===== config.mk =====
export PLATFORM = sky130hd
export DESIGN_NAME = vedic_mul_pipe
export DESIGN_NICKNAME = d
export VERILOG_FILES = /design/src/rtl/riscv_v_pkg.sv /design/src/rtl/vedic_mul_unsigned.sv /design/src/rtl/vmul_sign_cond.sv /design/src/rtl/vedic_mul_pipe.sv
export SDC_FILE = /design/constraint.sdc
export NUM_CORES = 2
export LEC_CHECK = 0
export BUFFER_PORTS_ARGS = -buffer_cell sky130_fd_sc_hd__buf_4
export CAP_MARGIN = 20
export CELL_PAD_IN_SITES_DETAIL_PLACEMENT = 2
export CELL_PAD_IN_SITES_GLOBAL_PLACEMENT = 2
export CORE_MARGIN = 2
export CORE_UTILIZATION = 35
export DETAILED_ROUTE_END_ITERATION = 10
export GPL_ROUTABILITY_DRIVEN = 0
export HOLD_SLACK_MARGIN = 0.15
export PLACE_DENSITY_LB_ADDON = 0.25
export SYNTH_ARGS = -nofsm -noshare
export SYNTH_HDL_FRONTEND = slang
export SYNTH_SLANG_ARGS = --single-unit
export TNS_END_PERCENT = 1

===== constraint.sdc =====
create_clock -name clk -period 12.05 [get_ports clk]
set_input_delay 2.41 -clock clk [delete_from_list [all_inputs] [get_ports clk]]
set_output_delay 2.41 -clock clk [all_outputs]
set_load 0.02 [all_outputs]

===== src/rtl/riscv_v_pkg.sv =====
// Shared vector-lane types: multiply opcodes and per-operand signedness helpers.
package riscv_v_pkg;

    typedef enum logic [1:0] {
        VMUL_LO  = 2'd0,
        VMUL_H   = 2'd1,
        VMUL_HU  = 2'd2,
        VMUL_HSU = 2'd3
    } vmul_op_t;

    // vs2 is signed for vmulh and vmulhsu
    function automatic logic f_vmul_op_signed_a(input vmul_op_t op);
        return (op == VMUL_H) || (op == VMUL_HSU);
    endfunction

    function automatic logic f_vmul_op_signed_b(input vmul_op_t op);
        return (op == VMUL_H);
    endfunction

endpackage


===== src/rtl/vedic_mul_unsigned.sv =====
// Recursive Vedic (Urdhva-Tiryagbhyam) unsigned multiplier; splits into four half-width
// products until WIDTH reaches MIN_MUL_LEVEL, where a plain multiply takes over.
module vedic_mul_unsigned #(
    parameter int WIDTH                = 32,
    parameter int MIN_MUL_LEVEL        = 4,
    parameter int GET_MID_PREV_RESULTS = 0
) (
    input  logic [WIDTH-1:0]   a,
    input  logic [WIDTH-1:0]   b,
    output logic [2*WIDTH-1:0] result,
    output logic [WIDTH:0]     prev_result
);

    generate
        if (WIDTH <= MIN_MUL_LEVEL) begin : g_leaf
            assign result      = {{WIDTH{1'b0}}, a} * {{WIDTH{1'b0}}, b};
            assign prev_result = '0;
        end else begin : g_split
            localparam int H = WIDTH / 2;

            logic [WIDTH-1:0] ll, lh, hl, hh;
            logic [WIDTH:0]   mid;
            logic [H:0]       ll_unused, lh_unused, hl_unused, hh_unused;

            vedic_mul_unsigned #(.WIDTH(H), .MIN_MUL_LEVEL(MIN_MUL_LEVEL), .GET_MID_PREV_RESULTS(0)) u_ll (
                .a(a[H-1:0]), .b(b[H-1:0]), .result(ll), .prev_result(ll_unused));
            vedic_mul_unsigned #(.WIDTH(H), .MIN_MUL_LEVEL(MIN_MUL_LEVEL), .GET_MID_PREV_RESULTS(0)) u_lh (
                .a(a[H-1:0]), .b(b[WIDTH-1:H]), .result(lh), .prev_result(lh_unused));
            vedic_mul_unsigned #(.WIDTH(H), .MIN_MUL_LEVEL(MIN_MUL_LEVEL), .GET_MID_PREV_RESULTS(0)) u_hl (
                .a(a[WIDTH-1:H]), .b(b[H-1:0]), .result(hl), .prev_result(hl_unused));
            vedic_mul_unsigned #(.WIDTH(H), .MIN_MUL_LEVEL(MIN_MUL_LEVEL), .GET_MID_PREV_RESULTS(0)) u_hh (
                .a(a[WIDTH-1:H]), .b(b[WIDTH-1:H]), .result(hh), .prev_result(hh_unused));

            // Cross terms carry one extra bit before being shifted into the middle
            assign mid         = {1'b0, lh} + {1'b0, hl};
            assign result      = {hh, ll} + ({{(WIDTH-1){1'b0}}, mid} << H);
            assign prev_result = (GET_MID_PREV_RESULTS != 0) ? mid : '0;
        end
    endgenerate

endmodule


===== src/rtl/vmul_sign_cond.sv =====
// Operand conditioning: magnitude and sign of a value that may be read as signed.
module vmul_sign_cond #(
    parameter int WIDTH = 32
) (
    input  logic [WIDTH-1:0] value,
    input  logic             is_signed,
    output logic [WIDTH-1:0] mag,
    output logic             sign
);

    // The most negative value maps to 2^(WIDTH-1), still representable unsigned
    assign sign = is_signed & value[WIDTH-1];
    assign mag  = sign ? (~value + 1'b1) : value;

endmodule


===== src/rtl/vedic_mul_pipe.sv =====
// Three-stage RVV integer multiply (vmul/vmulh/vmulhu/vmulhsu) around an unsigned
// Vedic multiplier, with valid/ready on both sides and a global stall.
module vedic_mul_pipe
    import riscv_v_pkg::*;
#(
    parameter int WIDTH         = 32,
    parameter int TAG_WIDTH     = 5,
    parameter int MIN_MUL_LEVEL = 4
) (
    input  logic                 clk,
    input  logic                 rst,
    input  logic                 in_valid,
    output logic                 in_ready,
    input  vmul_op_t             in_op,
    input  logic [WIDTH-1:0]     in_a,
    input  logic [WIDTH-1:0]     in_b,
    input  logic [TAG_WIDTH-1:0] in_tag,
    input  logic                 flush,
    output logic                 out_valid,
    input  logic                 out_ready,
    output logic [WIDTH-1:0]     out_data,
    output logic [TAG_WIDTH-1:0] out_tag,
    output logic                 busy
);

    function automatic logic [WIDTH-1:0] f_restore_half(input vmul_op_t op, input logic neg,
                                                        input logic [2*WIDTH-1:0] prod);
        logic signed [2*WIDTH-1:0] p;
        p = neg ? -$signed(prod) : $signed(prod);
        return (op == VMUL_LO) ? p[WIDTH-1:0] : p[2*WIDTH-1:WIDTH];
    endfunction

    logic                 stall, take;
    logic                 s1_v, s2_v, s3_v;
    logic                 sign_a, sign_b;
    logic [WIDTH-1:0]     mag_a, mag_b;
    logic [WIDTH-1:0]     mag_a_p1, mag_b_p1;
    vmul_op_t             op_p1, op_p2;
    logic [TAG_WIDTH-1:0] tag_p1, tag_p2;
    logic                 neg_p1, neg_p2;
    logic [2*WIDTH-1:0]   prod, prod_p2;
    logic [WIDTH:0]       prev_result_unused;

    assign stall     = s3_v & ~out_ready;
    assign in_ready  = ~stall;
    assign take      = in_valid & ~stall;
    assign out_valid = s3_v;
    assign busy      = s1_v | s2_v | s3_v;

    vmul_sign_cond #(.WIDTH(WIDTH)) u_cond_a (
        .value(in_a), .is_signed(f_vmul_op_signed_a(in_op)), .mag(mag_a), .sign(sign_a));
    vmul_sign_cond #(.WIDTH(WIDTH)) u_cond_b (
        .value(in_b), .is_signed(f_vmul_op_signed_b(in_op)), .mag(mag_b), .sign(sign_b));

    // Stage 1: conditioned magnitudes
    always_ff @(posedge clk) begin
        if (take) begin
            mag_a_p1 <= mag_a;
            mag_b_p1 <= mag_b;
            op_p1    <= in_op;
            tag_p1   <= in_tag;
            neg_p1   <= sign_a ^ sign_b;
        end
    end

    vedic_mul_unsigned #(
        .WIDTH(WIDTH), .MIN_MUL_LEVEL(MIN_MUL_LEVEL), .GET_MID_PREV_RESULTS(0)
    ) u_mul (
        .a(mag_a_p1), .b(mag_b_p1), .result(prod), .prev_result(prev_result_unused));

    // Stage 2: unsigned product
    always_ff @(posedge clk) begin
        if (!stall && s1_v) begin
            prod_p2 <= prod;
            op_p2   <= op_p1;
            tag_p2  <= tag_p1;
            neg_p2  <= neg_p1;
        end
    end

    // Stage 3: sign restore and half select; flush kills everything regardless of stall
    always_ff @(posedge clk) begin
        if (rst) begin
            s1_v     <= 1'b0;
            s2_v     <= 1'b0;
            s3_v     <= 1'b0;
            out_data <= '0;
            out_tag  <= '0;
        end else begin
            if (flush) begin
                s1_v <= 1'b0;
                s2_v <= 1'b0;
                s3_v <= 1'b0;
            end else if (!stall) begin
                s1_v <= in_valid;
                s2_v <= s1_v;
                s3_v <= s2_v;
            end
            if (!stall && s2_v) begin
                out_data <= f_restore_half(op_p2, neg_p2, prod_p2);
                out_tag  <= tag_p2;
            end
        end
    end

endmodule


==> flow_metrics.tcl <==
set metrics [dict create \
    status "finished, final reports clean" \
    synth_cells 6419 \
    htree_levels 4 \
    worst_path_largest_cell_delay_ns 0.55 \
    grt_max_degree 74 \
    clock_skew_ns 0.0551 \
    dieHeight_um 396 \
    hold_viol 0 \
    worstSetupStartpointType "flip-flop" \
    critPathBufInv 6 \
    post-route-min-period_ns 11.34 \
    antenna_found_initial 10 \
    clkTransAtPathRegs_ns 0.13 \
    ys_ff_latch 184 \
    slew_headroom_pct 32.2 \
    worst_pin_slew_ns 1.02 \
    dr.pass1.iters 5 \
    dp_hpwl_um 155000 \
    end_kind "flip-flop" \
    hold_depth 0 \
    rsz0062_at_grt "false" \
    synthArstFlopShare_pct 0 \
    io_pins 116 \
    critical_path_arrival_ns 11.61 \
    synth-main-ff-cell "edfxtp_1" \
    numClockSinks 184 \
    cpMaxStageDelayCell "fa_1" \
    path_common_cell "ha_1" \
    synth_edf_count 144 \
    hold_path_class "reg2reg" \
    slew_violations 0 \
    tns_ns 0 \
    drt-initial-drc-count 1752 \
    r2r_setup_slack_ns 0.71 \
    routed_wl_um 185000 \
    syn-cell-area_mm2 0.0539 \
    cp_max_fo 31 \
    vias 44700 \
    start_util_pct 35.1 \
    required_ns 12.32 \
    synth.distinct_cells 76 \
    grt_pass1_vias 50200 \
    r2r_end "prod_p2[61]" \
    period_share_pct 94.1 \
    fmax_ghz 0.0882 \
    rows 144 \
    cts-buffers-inserted 17 \
    final_common_cell "ha_1" \
    r2r_start "mag_a_p1[30]" \
    gr-total-overflow 0 \
    grt_pass1_wl_um 291000 \
    hold_slack_ns 0.385 \
    synthToLayoutAreaGrowth_pct 7.76 \
    cpLargestDelayFamily "adder cells" \
    cts-root-buf "clkbuf_16" \
    drv_cap 0 \
    wl_per_cell_um 21.8 \
    post-route-util_pct 37.8 \
    syn_avg_cell_area_um2 8.40 \
    die_x_um 396 \
    rr_worst_depth 45 \
    ant_nets 0 \
    die_area_mm2 0.157 \
    cts_tree "done" \
    hold_path_end "tag_p2[0]" \
    setup_viol 0 \
    viasPerCell 5.26 \
    drive_gt1_share_pct 4.87 \
    ys_seq_area_share_pct 9.51 \
    clockBufferDepth 2 \
    grt_usage_pct 23.8 \
    insertion_delay_ns 0.58 \
    critPathKind "reg2reg" \
    core_mm2 0.154 \
    layout_common_cells "1064 x ha_1, 869 x inv_1, 683 x and2_1" \
    ys_warn_count 0 \
    io_buffer_count 115 \
    syn_nets 8001 \
    finalNetCount 8014 \
    hp-start "tag_p1[0]" \
    drc 0 \
]
-- flip-flops by register name (all words and copies together), names as in the netlist --
name and count:
out_data 32, prod_p2 64, op_p2 2, out_valid 1, mag_b_p1 32, op_p1 2
out_tag 5, neg_p2 1, mag_a_p1 32, s2_v 1, neg_p1 1, tag_p2 5
tag_p1 5, s1_v 1
-- kinds of logic after synthesis --
group                      share of synthesized area (%)
DFF                                                 9.51
buffers and inverters                               7.76
adders and majority gates                           41.1
xor gates and xnor gates                            11.1
AOI/OAI and AO/OA                                   13.4
and+or+nand+nor                                     17.2
-- final cells by class --
class	count	area (µm²)
diodes	6	15.0
multi-input cells	5124	44700
flip-flops and latches	184	5120
repair buffers	236	1840
fillers	17500	95400
clock inverters	15	193
well taps	2044	2560
clock buffers	17	425
inverters	869	3260
-- worst max-delay path by stage --
stage	startpoint	endpoint	slack, ns	cells after the start
floorplan	mag_b_p1[11]	prod_p2[61]	2.04	46
global placement	mag_a_p1[0]	prod_p2[53]	0.65	44
detailed placement	mag_a_p1[0]	prod_p2[61]	0.16	45
CTS	mag_a_p1[0]	prod_p2[61]	0.09	45
global route	mag_a_p1[30]	prod_p2[61]	0.01	45
finish	mag_a_p1[30]	prod_p2[61]	0.71	45
-- repair_timing --
item	in CTS	in global routing
hold buffers	0	0
endpoints found under the setup margin	0	17
gates resized for setup	0	15
endpoints found under the hold margin	0	0
buffers inserted	0	13
-- stage by stage --
step | cell area [µm²] | instances | setup WS, ns
2_1_floorplan | 53900 | 6419 | 2.04
3_3_place_gp | 57300 | 8443 | 0.649
6_report | 58100 | 8495 | 0.710
3_5_place_dp | 57300 | 8443 | 0.162
5_1_grt | 58100 | 8490 | 0.0148
4_1_cts | 57900 | 8475 | 0.0926
-- synth_stat cells (15+ instances only) --
library cell  count  area [µm²]
nand2_1         532        2000
o41ai_1          16         140
o21a_1           27         203
nor4_1           15        93.8
o211ai_1         24         180
a211oi_1         32         240
nor2b_1          52         325
xor2_1          164        1440
fa_1            442        8850
and3_1           18         113
o21bai_1        151        1130
dfxtp_1          40         801
xnor2_1         520        4550
o31ai_1          35         263
a21o_1          176        1320
inv_1           869        3260
nand3_1          59         295
nor3_1           66         330
a31oi_1          17         106
a21oi_1         448        2240
or3_1            20         125
clkbuf_1        238         893
and2_1          685        4290
or4_1            16         120
nor2_1          246         923
ha_1           1064       13300
edfxtp_1        144        4320
nand2b_1         25         156
o21ai_0         128         641
-- per-layer routing --
metal | up-vias | wire (µm) | part of all wire, % | GRT usage [%]
met5 | - | 13 | 0.0070 | 0
met4 | 2 | 5090 | 2.7 | 6.24
met3 | 173 | 4240 | 2.3 | 1.64
met2 | 475 | 90600 | 49 | 42.6
met1 | 22900 | 85200 | 46 | 30.8
li1 | 21200 | - | - | -
Power is not shown: default switching activity piles up to over one toggle a cycle in this logic, so the estimate is an artifact.
